===== config.mk =====
export PLATFORM = sky130hd
export DESIGN_NAME = myrsp_packetizer_mb
export DESIGN_NICKNAME = d
export VERILOG_FILES = /design/src/rtl/myrsp_packetizer_mb.sv
export SDC_FILE = /design/constraint.sdc
export NUM_CORES = 1
export LEC_CHECK = 0
export CAP_MARGIN = 15
export CORE_AREA = 2 2 184 186
export DETAILED_ROUTE_END_ITERATION = 16
export DIE_AREA = 0 0 186 188
export MAX_ROUTING_LAYER = met4
export PLACE_DENSITY_LB_ADDON = 0.3
export SLEW_MARGIN = 25
export SYNTH_ARGS = -nofsm -noshare
export SYNTH_HDL_FRONTEND = slang
export SYNTH_SLANG_ARGS = --single-unit

===== constraint.sdc =====
create_clock -name clk -period 2.7 [get_ports clk]
set_input_delay 0.675 -clock clk [delete_from_list [all_inputs] [get_ports clk]]
set_output_delay 0.675 -clock clk [all_outputs]
set_load 0.02 [all_outputs]

===== src/rtl/myrsp_packetizer_mb.sv =====
// myRSP packetizer, multi-byte input: serialises pixel beats into byte packets
// framed as {6-byte header, payload, 1-byte flags trailer}, then presents a
// length descriptor for the UDP encapsulation stage.
module myrsp_packetizer_mb #(
  parameter int unsigned PIX_BYTES   = 2,
  parameter int unsigned MAX_PAYLOAD = 1400
) (
  input  logic                   clk,
  input  logic                   rst,
  input  logic [8*PIX_BYTES-1:0] s_axis_tdata,
  input  logic                   s_axis_tvalid,
  output logic                   s_axis_tready,
  input  logic                   s_axis_tlast,
  input  logic                   s_axis_tuser,
  output logic [7:0]             m_axis_tdata,
  output logic                   m_axis_tvalid,
  input  logic                   m_axis_tready,
  output logic                   m_axis_tlast,
  output logic                   m_axis_tuser,
  output logic                   m_axis_hdr_valid,
  input  logic                   m_axis_hdr_ready,
  output logic [15:0]            m_axis_hdr_length
);

  localparam int unsigned BEAT_W    = 8 * PIX_BYTES;
  localparam int unsigned LANE_W    = (PIX_BYTES > 1) ? $clog2(PIX_BYTES) : 1;
  localparam int unsigned HDR_BYTES = 6;
  localparam int unsigned FRAME_OVH = 7;

  localparam logic [LANE_W-1:0] LAST_LANE = LANE_W'(PIX_BYTES - 1);
  localparam logic [15:0]       MAX_PL    = 16'(MAX_PAYLOAD);
  localparam logic [2:0]        HDR_LAST  = 3'(HDR_BYTES);

  typedef enum logic [2:0] {
    IDLE    = 3'd0,
    HEADER  = 3'd1,
    PAYLOAD = 3'd2,
    TRAILER = 3'd3,
    LEN     = 3'd4
  } state_t;

  state_t state;

  logic [15:0]       scene;
  logic [15:0]       row;
  logic [15:0]       col;
  logic [15:0]       payload_cnt;
  logic [39:0]       hdr_sr;
  logic [2:0]        hdr_cnt;
  logic              sos;
  logic              flag_eol;
  logic              flag_eos;
  logic [BEAT_W-1:0] hold_data;
  logic              hold_full;
  logic              hold_last;
  logic              hold_user;
  logic [LANE_W-1:0] lane;
  logic              out_free;

  // Output byte register can take a new byte when empty or being consumed
  assign out_free = !m_axis_tvalid || m_axis_tready;

  // Packet framing FSM with registered stream, descriptor and counter state
  always_ff @(posedge clk) begin
    if (rst) begin
      state             <= IDLE;
      scene             <= '0;
      row               <= '0;
      col               <= '0;
      payload_cnt       <= '0;
      hdr_sr            <= '0;
      hdr_cnt           <= '0;
      sos               <= 1'b0;
      flag_eol          <= 1'b0;
      flag_eos          <= 1'b0;
      hold_data         <= '0;
      hold_full         <= 1'b0;
      hold_last         <= 1'b0;
      hold_user         <= 1'b0;
      lane              <= '0;
      s_axis_tready     <= 1'b0;
      m_axis_tdata      <= '0;
      m_axis_tvalid     <= 1'b0;
      m_axis_tlast      <= 1'b0;
      m_axis_tuser      <= 1'b0;
      m_axis_hdr_valid  <= 1'b0;
      m_axis_hdr_length <= '0;
    end else begin
      case (state)
        // A pending beat opens a packet: latch header fields, emit byte 0
        IDLE: begin
          if (s_axis_tvalid) begin
            sos           <= (row == 16'd0) && (col == 16'd0);
            hdr_sr        <= {col, row, scene[15:8]};
            hdr_cnt       <= 3'd1;
            m_axis_tdata  <= scene[7:0];
            m_axis_tvalid <= 1'b1;
            m_axis_tlast  <= 1'b0;
            m_axis_tuser  <= (row == 16'd0) && (col == 16'd0);
            state         <= HEADER;
          end
        end

        // Shift out the remaining header bytes, one per handshake
        HEADER: begin
          if (m_axis_tready) begin
            m_axis_tuser <= 1'b0;
            if (hdr_cnt == HDR_LAST) begin
              m_axis_tvalid <= 1'b0;
              s_axis_tready <= 1'b1;
              state         <= PAYLOAD;
            end else begin
              m_axis_tdata <= hdr_sr[7:0];
              hdr_sr       <= hdr_sr >> 8;
              hdr_cnt      <= hdr_cnt + 3'd1;
            end
          end
        end

        // Fill the holding register and drain it lane 0 first
        PAYLOAD: begin
          if (s_axis_tvalid && s_axis_tready) begin
            hold_data     <= s_axis_tdata;
            hold_full     <= 1'b1;
            hold_last     <= s_axis_tlast;
            hold_user     <= s_axis_tuser;
            lane          <= '0;
            s_axis_tready <= 1'b0;
          end
          if (out_free) begin
            if (hold_full) begin
              m_axis_tdata  <= 8'(hold_data >> {lane, 3'b000});
              m_axis_tvalid <= 1'b1;
              payload_cnt   <= payload_cnt + 16'd1;
              if (lane == LAST_LANE) begin
                hold_full <= 1'b0;
                lane      <= '0;
                if (hold_last || hold_user || (payload_cnt + 16'd1 == MAX_PL)) begin
                  flag_eol <= hold_last || hold_user;
                  flag_eos <= hold_user;
                  state    <= TRAILER;
                end else begin
                  s_axis_tready <= 1'b1;
                end
              end else begin
                lane <= lane + LANE_W'(1);
              end
            end else begin
              m_axis_tvalid <= 1'b0;
            end
          end
        end

        // Emit the flags byte; its handshake closes the packet and moves counters
        TRAILER: begin
          if (m_axis_tvalid && m_axis_tlast) begin
            if (m_axis_tready) begin
              m_axis_tvalid     <= 1'b0;
              m_axis_tlast      <= 1'b0;
              m_axis_hdr_valid  <= 1'b1;
              m_axis_hdr_length <= payload_cnt + 16'(FRAME_OVH);
              state             <= LEN;
              if (flag_eos) begin
                scene <= scene + 16'd1;
                row   <= '0;
                col   <= '0;
              end else if (flag_eol) begin
                row <= row + 16'd1;
                col <= '0;
              end else begin
                col <= col + payload_cnt;
              end
            end
          end else if (out_free) begin
            m_axis_tdata  <= {5'b00000, sos, flag_eos, flag_eol};
            m_axis_tvalid <= 1'b1;
            m_axis_tlast  <= 1'b1;
          end
        end

        // Hold the length descriptor until the UDP stage takes it
        LEN: begin
          if (m_axis_hdr_ready) begin
            m_axis_hdr_valid <= 1'b0;
            payload_cnt      <= '0;
            state            <= IDLE;
          end
        end

        default: state <= IDLE;
      endcase
    end
  end

endmodule


-- After elaboration in Yosys (flattened, before gate mapping)
Cells that the tools add are included.
- shift operators: 1
- equal/unequal tests: 21
- reduce and logical (&&, ||, !) cells: 32
- mux-type cells: 67
- add/sub/neg operators: 7
- operator list (cell ; count):
    $mux 40 ; 3
    $mux 16 ; 7
    $pmux 40 s2 ; 1
    $mux 8 ; 7
    $add 16x1->16 const B ; 3
    $mux 3 ; 12
    $logic_not 16->1 ; 2
    $pmux 16 s2 ; 1
    $pmux 8 s4 ; 1
    $mux 1 ; 28
    $ne 2x2->1 const B ; 13
    $reduce_and 4->1 ; 6
    $add 16x16->16 ; 1
    $add 16x3->16 const B ; 1
    $eq 16x11->1 const B ; 1
    $shr 16x4->8 ; 1
    $pmux 3 s5 ; 1
    $reduce_bool 2->1 ; 6
    $reduce_and 10->1 ; 1
    $reduce_and 3->1 ; 3
    $pmux 1 s2 ; 4
    $reduce_and 8->1 ; 1
    $reduce_and 7->1 ; 1
    $eq 3x2->1 const B ; 2
    14 further kinds ; 21
- input bits: 23
- register bits after elaboration: 162
- word-level logic and storage cells: 150

-- Depth between registers and ports, before layout
Gate-level depths: netlist of run 1.
- word-level depth: 8
- gate-level depth with buffers: 11
- gate-level depth less buffers: 10

-- Least setup slack after synthesis of run 1
OpenSTA, ideal clock, no wires.
- path type: flip-flop to flip-flop
- start point: register payload_cnt[1]
- end point: register col[15]
- stages on the path, launching flop included: 10
- required time: 2627 ps
- data arrival time: 2342 ps
- setup slack: 284 ps
- path through: dfxtp_1 > ha_1 > a21oi_1 > nor2b_1 > a311o_2 > a21oi_4 > a211oi_2 > o21a_1 > or4b_1 > o211ai_2
- longest elaborated chain between the ends: 3
- ends and longest elaborated chain (item ; RTL line ; text):
    from (decl) ; 47 ; logic [15:0] payload_cnt;
    from (signal assigned) ; 134 ; payload_cnt <= payload_cnt + 16'd1;
    $add 16x16->16 ; 171 ; col <= col + payload_cnt;
    $mux 16 ; 167 ; end else if (flag_eol) begin
    $mux 16 ; 163 ; if (flag_eos) begin
    to (signal assigned) ; 171 ;
    to (decl) ; 46 ; logic [15:0] col;
No other way between the ends.
A chain may end at the register's enable or synchronous reset.

-- Worst setup path after layout of run 1
Ends and elaborated chain as after synthesis.

==> results of run 1 <==
## cells by family (layout without fill, tap and decap cells)
group                      Yosys count  count (layout)  share of synthesized area
AOI/OAI and AO/OA                  227             227                     0.1850
xor gates and xnor gates            57              57                    0.06137
adders and majority gates           24              24                    0.03784
buffers and inverters               86             161                    0.04429
DFF                                162             162                     0.3986
muxes                               44              44                    0.05460
and+or+nand+nor                    381             381                     0.2182
## worst max path at each step
stage / startpoint / to / slack [ns] / cells past startpoint
after floorplan: payload_cnt[1] / col[15] / 0.28 / 9
after global placement: m_axis_tready / payload_cnt[14] / 0.04 / 9
after detailed placement: m_axis_tready / row[10] / 0.03 / 8
after CTS: payload_cnt[0] / state[0] / 0.11 / 9
after global routing: payload_cnt[1] / col[15] / 0.003 / 9
final: payload_cnt[1] / col[15] / 0.15 / 9
## sequential cells by signal, indices dropped and copies added, names as in the netlist, 3 cells and up
| name | cells |
|---|---|
| m_axis_tdata | 8 |
| scene | 16 |
| hold_data | 16 |
| hdr_cnt | 3 |
| hdr_sr | 40 |
| m_axis_hdr_length | 16 |
| payload_cnt | 16 |
| col | 16 |
| state | 3 |
| row | 16 |
## cell type report
type	instances	share of cell area
well taps	448	0.05577
repair buffers	113	0.1043
inverters	16	0.006100
multi-input cells	733	0.4525
clock inverters	11	0.01270
clock buffers	21	0.04581
flip-flops and latches	162	0.3228
## through the flow
stage / setup slack (ns) / instance area (sq um) / util / power [mW]
2_1_floorplan: 0.2843 / 8135 / - / 2.795
3_3_place_gp: 0.03915 / 9457 / 0.2856 / 2.956
6_report: 0.1516 / 10050 / 0.3035 / 5.360
5_1_grt: 0.002855 / 10050 / 0.3035 / 5.582
3_5_place_dp: 0.02885 / 9457 / 0.2856 / 2.960
4_1_cts: 0.1053 / 10040 / 0.3033 / 5.422
## per-layer routing
| metal | up-vias | routed length (um) | GRT usage |
|---|---|---|---|
| met3 | 20 | 645 | 0.02719 |
| met4 | 0 | 291 | 0.03513 |
| li1 | 3641 | - | - |
| met5 | - | 0 | - |
| met2 | 139 | 9778 | 0.2002 |
| met1 | 3395 | 10830 | 0.1737 |
## critical path, delay by kind of cell, from the launching register on
kind                       cells  cell delay (ns)
AOI/OAI and AO/OA              6             1.16
DFF                            1             0.45
and+or+nand+nor                2             0.59
adders and majority gates      1             0.27
## where the power goes
| group | leakage, nW | internal (mW) | switching [mW] | total [mW] |
|---|---|---|---|---|
| registers | 1.31 | 2.45 | 0.0472 | 2.50 |
| clock network | 0.280 | 1.42 | 1.04 | 2.46 |
| logic | 1.88 | 0.172 | 0.231 | 0.404 |
| total | 3.47 | 4.04 | 1.32 | 5.36 |
## placed cells by master (no fill, tap or decap), types with 5 or more instances in the layout
master	Yosys	routed
a211oi_1	58	58
a21oi_1	69	69
a222oi_1	5	5
a22o_1	8	8
a22oi_1	10	10
a311oi_1	7	7
a31oi_1	10	10
and2_1	6	5
and3_1	10	10
and4_1	5	5
buf_12	0	6
buf_4	4	57
clkbuf_16	0	17
clkdlybuf4s50_1	0	50
dfxtp_1	162	161
ha_1	23	23
inv_1	13	13
mux2i_1	41	41
nand2_1	89	89
nand2b_1	7	7
nand3_1	36	36
nand4_1	17	17
nor2_1	153	153
nor3_1	21	18
nor3_2	2	5
nor4_1	13	13
o21ai_0	18	18
o21ai_1	13	13
xnor2_1	30	30
xor2_1	27	27
## what timing repair did
| item | CTS | global route |
|---|---|---|
| buffers inserted | 0 | 0 |
| gates resized for setup | 0 | 2 |
| endpoints found under the setup margin | 0 | 6 |
==> run_results.csv, run 1 <==
group,metric,value,unit
outcome,status,"complete, no violations",
global_route,grt_pass1_vias,6835,
critical_path,r2r_start,"payload_cnt[1]",
cts,postCtsHoldBufs,0,
sta,finalSetupTns,0,ns
logic_synthesis,synth_top_cell_by_area,"dfxtp_1",
critical_path,worstSetupStartpointType,"flip-flop",
cts,cts_num_sinks,162,
critical_path,cp_max_fo,5,
logic_synthesis,yosysMostFrequentCell,"dfxtp_1",
place,routabilityCongestion,0.8290,
sta,max_slew.worst_pin.slew,0.7457,ns
global_route,grt_pass1_wl,35760,um
die,initial_core_util,0.2457,
sta,fin_crit,2.548,ns
global_route,grt_usage,0.1306,
sta,skew,0.01469,ns
cells_and_area,regArea,3244,sq um
logic_synthesis,ys_top_cells_by_area,"dfxtp_1, nor2_1, a211oi_1",
pwr,ir_drop,0.4353,mV
place,portBuffers,51,
route,wl_per_cell,14.33,um
critical_path,worstSetupPathType,"reg -> reg",
route,dr.first_iter.drc_count,403,
logic_synthesis,synth-async-reset-ratio,0,
die,die_h,188,um
route,route.vias.total,7195,
cts,htreeDepth,4,
place,dp.final_hpwl,15460,um
critical_path,critical_path.cell_chain,"ha_1 -> a21oi_1 -> nor2b_1 -> a311o_2 -> a21oi_4 -> a211oi_2 -> o21a_1 -> or4b_1 -> o211ai_2",
cts,clk_path_buf_depth,2,
sta,maxSlewViolCount,0,
logic_synthesis,synth_edf_count,0,
place,place_inst,1472,
critical_path,critical_path_required,3.07,ns
cells_and_area,n_fill_cell,3548,
die,die_x,186,um
logic_synthesis,ys_types,67,
global_route,antenna_found_initial,0,
sta,finalCritPeriodShare,0.9439,
route,viasPerCell,4.784,
critical_path,slowest_stage,"or4b_1",
cts,root_buffer,"clkbuf_16",
route,remaining_drc_errors,0,
global_route,grt_overflow_total,0,
cells_and_area,antenna_cells,0,
logic_synthesis,yosysSeqAreaShare,0.3986,
cells_and_area,layout-drive-gt1-share,0.1108,
critical_path,r2r_end,"col[15]",
cells_and_area,multi_input_area,4548,sq um
min_path,min_path_cells,2,
critical_path,max_stage_delay,0.52,ns
pwr,total_leakage_power,3.475,nW
logic_synthesis,syn_nets,1028,
route,ant_nets,0,
sta,report.final.setup_viol,0,
cells_and_area,stdcell_count,1504,
min_path,hold_path_end,"hold_data[2]",
min_path,hold_class,"reg -> reg",
die,num_rows,67,
logic_synthesis,synth_seq_cells,162,
cts,insertion_delay,0.44,ns
die,coreArea,33110,sq um
route,first_pass_iters,6,
global_route,grt_max_degree,65,
sta,rsz0062_at_grt,"false",
cts,cts_tree,"done",
critical_path,end_kind,"flip-flop",
logic_synthesis,synth_area_per_cell,8.293,sq um
pwr,powerDensity,533.3,nW/um^2
critical_path,r2r_slack,0.15,ns
logic_synthesis,yosys_warnings,0,
sta,whs,0.4511,ns
sta,finalHoldViolCount,0,
critical_path,arrival,2.92,ns
min_path,min_from,"hold_data[2]",
route,wirelength,21550,um
cells_and_area,finalNetCount,1090,
logic_synthesis,syn-cell-area,8135,sq um
critical_path,reg2reg_depth,9,
logic_synthesis,synth_common_cells,"dfxtp_1, nor2_1, nand2_1, a21oi_1, a211oi_1",
job,drv_cap,0,
logic_synthesis,synth_flop_cell,"dfxtp_1",
sta,relSlewSlack,0.5029,
sta,fmax,392.4,MHz
logic_synthesis,syn_inst,981,
die,io_pins,52,
cts,cts.clk_slew.worst_paths,0.07,ns
die,die_area,34970,sq um
cells_and_area,area_delta_synth_final,23.55,%
cts,cts_buffers,17,
logic_synthesis,synth_top_area_frac,0.3986,
(Power assumes the default switching activity.)
==> inputs of run 2 (changes only) <==
- MAX_ROUTING_LAYER: met4 -> unset
==> run 2 against run 1 <==
Effect of this change:
- sequential share of layout area stayed put
- critical path depth stayed put
- register-to-register slack hardly changed
- worst setup slack worse by 0.0016 ns
- clock skew is 0.0033 ns lower
- clock power hardly changed
- via count is 0.19% lower
- final area stayed put
- clock-buffer cell count stayed put
- non-clock buffer count stayed put
- sequential power hardly changed
- combinational power hardly changed
- largest cell class unchanged
- largest power group unchanged
==> run_results.csv, run 2 (synthesis results as in run 1) <==
group,metric,value,unit
outcome,status,"complete, no violations",
place,routabilityCongestion,0.8169,
cts,postCtsHoldBufs,0,
min_path,hold_path_end,"hold_data[2]",
die,die_x,186,um
min_path,hold_class,"reg -> reg",
sta,max_slew.worst_pin.slew,0.7443,ns
critical_path,end_kind,"flip-flop",
sta,fin_crit,2.550,ns
die,die_area,34970,sq um
min_path,min_from,"hold_data[2]",
critical_path,arrival,2.90,ns
global_route,grt_max_degree,65,
global_route,grt_pass1_wl,35810,um
place,dp.final_hpwl,15460,um
critical_path,cp_max_fo,5,
die,die_h,188,um
sta,rsz0062_at_grt,"false",
cts,insertion_delay,0.44,ns
sta,finalHoldViolCount,0,
route,remaining_drc_errors,0,
critical_path,critical_path.cell_chain,"buf_4 -> nand4_1 -> nor2_1 -> xnor2_1 -> nor4_1 -> buf_4 -> nor4b_2 -> nor3_1 -> o32ai_1",
sta,skew,0.01140,ns
job,drv_cap,0,
cells_and_area,final_area,10050,sq um
critical_path,r2r_start,"payload_cnt[1]",
pwr,ir_drop,0.4340,mV
sta,report.final.setup_viol,0,
sta,finalCritPeriodShare,0.9444,
critical_path,r2r_slack,0.15,ns
route,ant_nets,0,
route,route.vias.total,7181,
cells_and_area,finalNetCount,1090,
critical_path,r2r_end,"state[0]",
global_route,grt_overflow_total,0,
die,initial_core_util,0.2457,
min_path,min_path_cells,2,
cells_and_area,layout-drive-gt1-share,0.1108,
critical_path,critical_path_required,3.05,ns
sta,relSlewSlack,0.5038,
route,wl_per_cell,14.28,um
critical_path,crit_path_start,"payload_cnt[1]",
cts,clk_path_buf_depth,2,
cts,cts_resized,0,
critical_path,reg2reg_depth,9,
cts,cts_buffers,17,
cells_and_area,antenna_cells,0,
route,dr.first_iter.drc_count,451,
global_route,antenna_found_initial,0,
sta,fmax,392.2,MHz
critical_path,worstSetupPathType,"reg -> reg",
route,first_pass_iters,6,
cts,root_buffer,"clkbuf_16",
cells_and_area,n_fill_cell,3548,
cts,htreeDepth,4,
critical_path,slowest_stage,"dfxtp_1",
place,portBuffers,51,
sta,finalSetupTns,0,ns
pwr,powerDensity,534.1,nW/um^2
route,wirelength,21480,um
cts,cts_tree,"done",
pwr,total_leakage_power,3.475,nW
place,place_inst,1472,
die,num_rows,67,
route,viasPerCell,4.775,
critical_path,max_stage_delay,0.44,ns
critical_path,worstSetupStartpointType,"flip-flop",
die,coreArea,33110,sq um
cells_and_area,final_cell_mix,"dfxtp_1, nor2_1, nand2_1",
cells_and_area,regMostFlops,"hdr_sr",
cells_and_area,regArea,3244,sq um
cells_and_area,area_delta_synth_final,23.55,%
global_route,grt_pass1_vias,6827,
cells_and_area,largest_reg_flops,40,
critical_path,cp_common_cell,"buf_4",
cells_and_area,layout_commonest_cell,"dfxtp_1",
cells_and_area,stdcell_count,1504,
cts,cts_setup_buffers,0,
die,io_pins,52,
cells_and_area,multi_input_area,4548,sq um
global_route,grt_usage,0.1270,
cts,cts_num_sinks,162,
sta,maxSlewViolCount,0,
cts,cts.clk_slew.worst_paths,0.07,ns
place,place_area,9457,sq um
[run 2: how the worst max path moves through the flow]
stage	endpoint	cells past startpoint
6_report	state[0]	9
5_1_grt	col[15]	9
4_1_cts	state[0]	9
3_5_place_dp	row[10]	8
3_3_place_gp	payload_cnt[14]	9
2_1_floorplan	col[15]	9
[run 2: final cells by class]
class                   count  area share
clock inverters            11     0.01270
repair buffers            113      0.1043
inverters                  16    0.006100
multi-input cells         733      0.4525
well taps                 448     0.05577
flip-flops and latches    162      0.3228
clock buffers              21     0.04581
[run 2: worst max-delay path: cells and delay by family (launching register included)]
family,cells,cell delay (ns)
XOR/XNOR,1,0.09
buffers and inverters,2,0.34
AO/OA/AOI/OAI,1,0.27
AND/OR/NAND/NOR,5,1.32
flip-flops,1,0.44
[run 2: power breakdown]
group / switching (mW) / internal [mW] / leakage (nW)
registers: 0.0471 / 2.45 / 1.31
logic: 0.231 / 0.172 / 1.88
clock network: 1.05 / 1.42 / 0.280
[run 2: metrics by stage]
stage	utilization	power [mW]	setup slack [ns]	hold WS [ns]
2_1_floorplan	-	2.795	0.2843	0.4329
3_3_place_gp	0.2856	2.956	0.03915	0.4423
3_5_place_dp	0.2856	2.960	0.02885	0.4443
4_1_cts	0.3033	5.422	0.1053	0.4540
5_1_grt	0.3035	5.582	0.002861	0.4758
6_report	0.3035	5.368	0.1500	0.4510
[run 2: metal layers]
metal,global-route usage,routed length [um],part of all wire
met3,0.02564,664,0.031
met5,0,0,0
met2,0.1999,9739,0.45
met1,0.1742,10790,0.50
met4,0.03786,281,0.013
==> inputs of run 3 (changes only) <==
- CTS_BUF_LIST: unset -> sky130_fd_sc_hd__clkbuf_8 sky130_fd_sc_hd__clkbuf_16
==> run 3 against run 2 <==
Effect of this change:
- fmax hardly changed
- largest cell class unchanged
- clock-buffer cell count is 2 lower
- highest routed layer unchanged
- critical path depth stayed put
- sequential share of layout area stayed put
- largest power group unchanged
- die area stayed put
- combinational power hardly changed
- register-to-register slack hardly changed
- worst setup slack better by 0.0015 ns
- final cell count stayed put
==> run_results.csv, run 3 (synthesis results as in run 1) <==
group,metric,value,unit
route,viasPerCell,4.769,
critical_path,cp_common_cell,"buf_4",
pwr,powerDensity,533.4,nW/um^2
cells_and_area,area_delta_synth_final,23.55,%
route,wirelength,21470,um
pwr,clkPwrFrac,0.458,
cts,cts.clk_slew.worst_paths,0.07,ns
route,first_pass_iters,5,
global_route,grt_overflow_total,0,
sta,relSlewSlack,0.5041,
sta,finalHoldViolCount,0,
pwr,finalPower,5.361,mW
cells_and_area,antenna_cells,0,
sta,maxSlewViolCount,0,
cts,cts_tree,"done",
route,ant_nets,0,
sta,finalCritPeriodShare,0.9439,
critical_path,path_buf_inv,2,
critical_path,worstSetupStartpointType,"flip-flop",
cells_and_area,largest_reg_flops,40,
sta,report.final.setup_viol,0,
cts,cts_setup_buffers,0,
sta,max_slew.worst_pin.slew,0.7439,ns
place,dp.final_hpwl,15460,um
cells_and_area,regMostFlops,"hdr_sr",
die,coreArea,33110,sq um
job,drv_cap,0,
critical_path,worstSetupPathType,"reg -> reg",
route,dr.first_iter.drc_count,451,
critical_path,arrival,2.90,ns
route,route.vias.total,7172,
pwr,swShare,0.2474,
die,die_h,188,um
die,num_rows,67,
cells_and_area,final_area,10050,sq um
pwr,pwr-share-comb,0.075,
cts,cts_buffers,17,
sta,whs,0.4511,ns
critical_path,end_kind,"flip-flop",
cells_and_area,final_cell_mix,"dfxtp_1, nor2_1, nand2_1",
sta,finalSetupTns,0,ns
critical_path,cp_top_family,"simple AND/OR/NAND/NOR gates",
sta,fin_crit,2.548,ns
die,die_area,34970,sq um
critical_path,cp_max_fo,5,
sta,fmax,392.4,MHz
global_route,grt_max_degree,65,
pwr,p_int,4.035,mW
pwr,p_sw,1.326,mW
cells_and_area,layout-drive-gt1-share,0.1108,
cts,htreeDepth,4,
die,io_pins,52,
sta,setup_ws,0.1515,ns
pwr,seqPwrFrac,0.466,
cells_and_area,n_fill_cell,3548,
cells_and_area,finalNetCount,1090,
outcome,status,"complete, no violations",
cells_and_area,layout_commonest_cell,"dfxtp_1",
cts,insertion_delay,0.44,ns
critical_path,critical_path_required,3.05,ns
pwr,total_leakage_power,3.483,nW
die,die_x,186,um
place,routabilityCongestion,0.8169,
place,dp_slack,0.02885,ns
cts,clk_path_buf_depth,2,
global_route,grt_usage,0.1270,
global_route,antenna_found_initial,0,
cts,root_buffer,"clkbuf_16",
global_route,grt_pass1_vias,6827,
place,portBuffers,51,
cts,cts_num_sinks,162,
route,remaining_drc_errors,0,
global_route,grt_pass1_wl,35810,um
sta,skew,0.01175,ns
place,place_area,9457,sq um
critical_path,critical_path.cell_chain,"buf_4 -> nand4_1 -> nor2_1 -> xnor2_1 -> nor4_1 -> buf_4 -> nor4b_2 -> nor3_1 -> o32ai_1",
critical_path,max_stage_delay,0.44,ns
sta,rsz0062_at_grt,"false",
pwr,ir_drop,0.4341,mV
die,initial_core_util,0.2457,
route,wl_per_cell,14.28,um
min_path,hold_class,"reg -> reg",
critical_path,slowest_stage,"dfxtp_1",
run 3: cell count changes in the layout (fill, tap and decap cells not counted), sizes merged:
cell    previous run  this run
clkbuf            21        19
inv               17        19
run 3: path summary, 6_finish.rpt:
kind / depth (start not counted) / start / end / slack (ns)
setup / recovery: 9 / payload_cnt[1] / state[0] / 0.15
setup reg to reg: 9 / payload_cnt[1] / state[0] / 0.15
hold / removal: 2 / hold_data[2] / hold_data[2] / 0.45
hold reg to reg: 2 / hold_data[2] / hold_data[2] / 0.45
run 3: worst register-to-register path, cell delays in order, from the launching register on:
cell and delay (ns):
dfxtp_1 0.44, buf_4 0.16, nand4_1 0.21, nor2_1 0.27
xnor2_1 0.09, nor4_1 0.35, buf_4 0.18, nor4b_2 0.35
nor3_1 0.14, o32ai_1 0.27
run 3: layout make-up:
class	instances	area [sq um]	share of cell area
clock buffers	19	452.9	0.04506
clock inverters	13	135.1	0.01344
inverters	16	61.31	0.006100
multi-input cells	733	4548	0.4525
flip-flops and latches	162	3244	0.3228
well taps	448	560.5	0.05577
repair buffers	113	1049	0.1043
run 3: timing repair:
item                                    CTS  global route
hold buffers                              0             0
endpoints found under the setup margin    0             6
gates resized for setup                   0             2
run 3: metal layers:
| layer | GRT usage | vias to the layer above | wire length (um) |
|---|---|---|---|
| li1 | - | 3641 | - |
| met1 | 0.1742 | 3376 | 10810 |
| met2 | 0.1999 | 131 | 9691 |
| met3 | 0.02564 | 24 | 649 |
| met4 | 0.03786 | 0 | 314 |
| met5 | 0 | - | 0 |
run 3: through the flow:
step,util,instances
floorplan,-,981
global placement,0.2856,1472
detailed placement,0.2856,1472
CTS,0.3033,1504
global route,0.3035,1504
finish,0.3035,1504
run 3: power by group through the flow:
stage | Clock [mW] | Combinational, mW | Sequential [mW]
3_5_place_dp | 0 | 0.404 | 2.56
6_report | 2.46 | 0.404 | 2.50
3_3_place_gp | 0 | 0.401 | 2.55
4_1_cts | 2.51 | 0.405 | 2.50
2_1_floorplan | 0 | 0.243 | 2.55
5_1_grt | 2.62 | 0.449 | 2.51
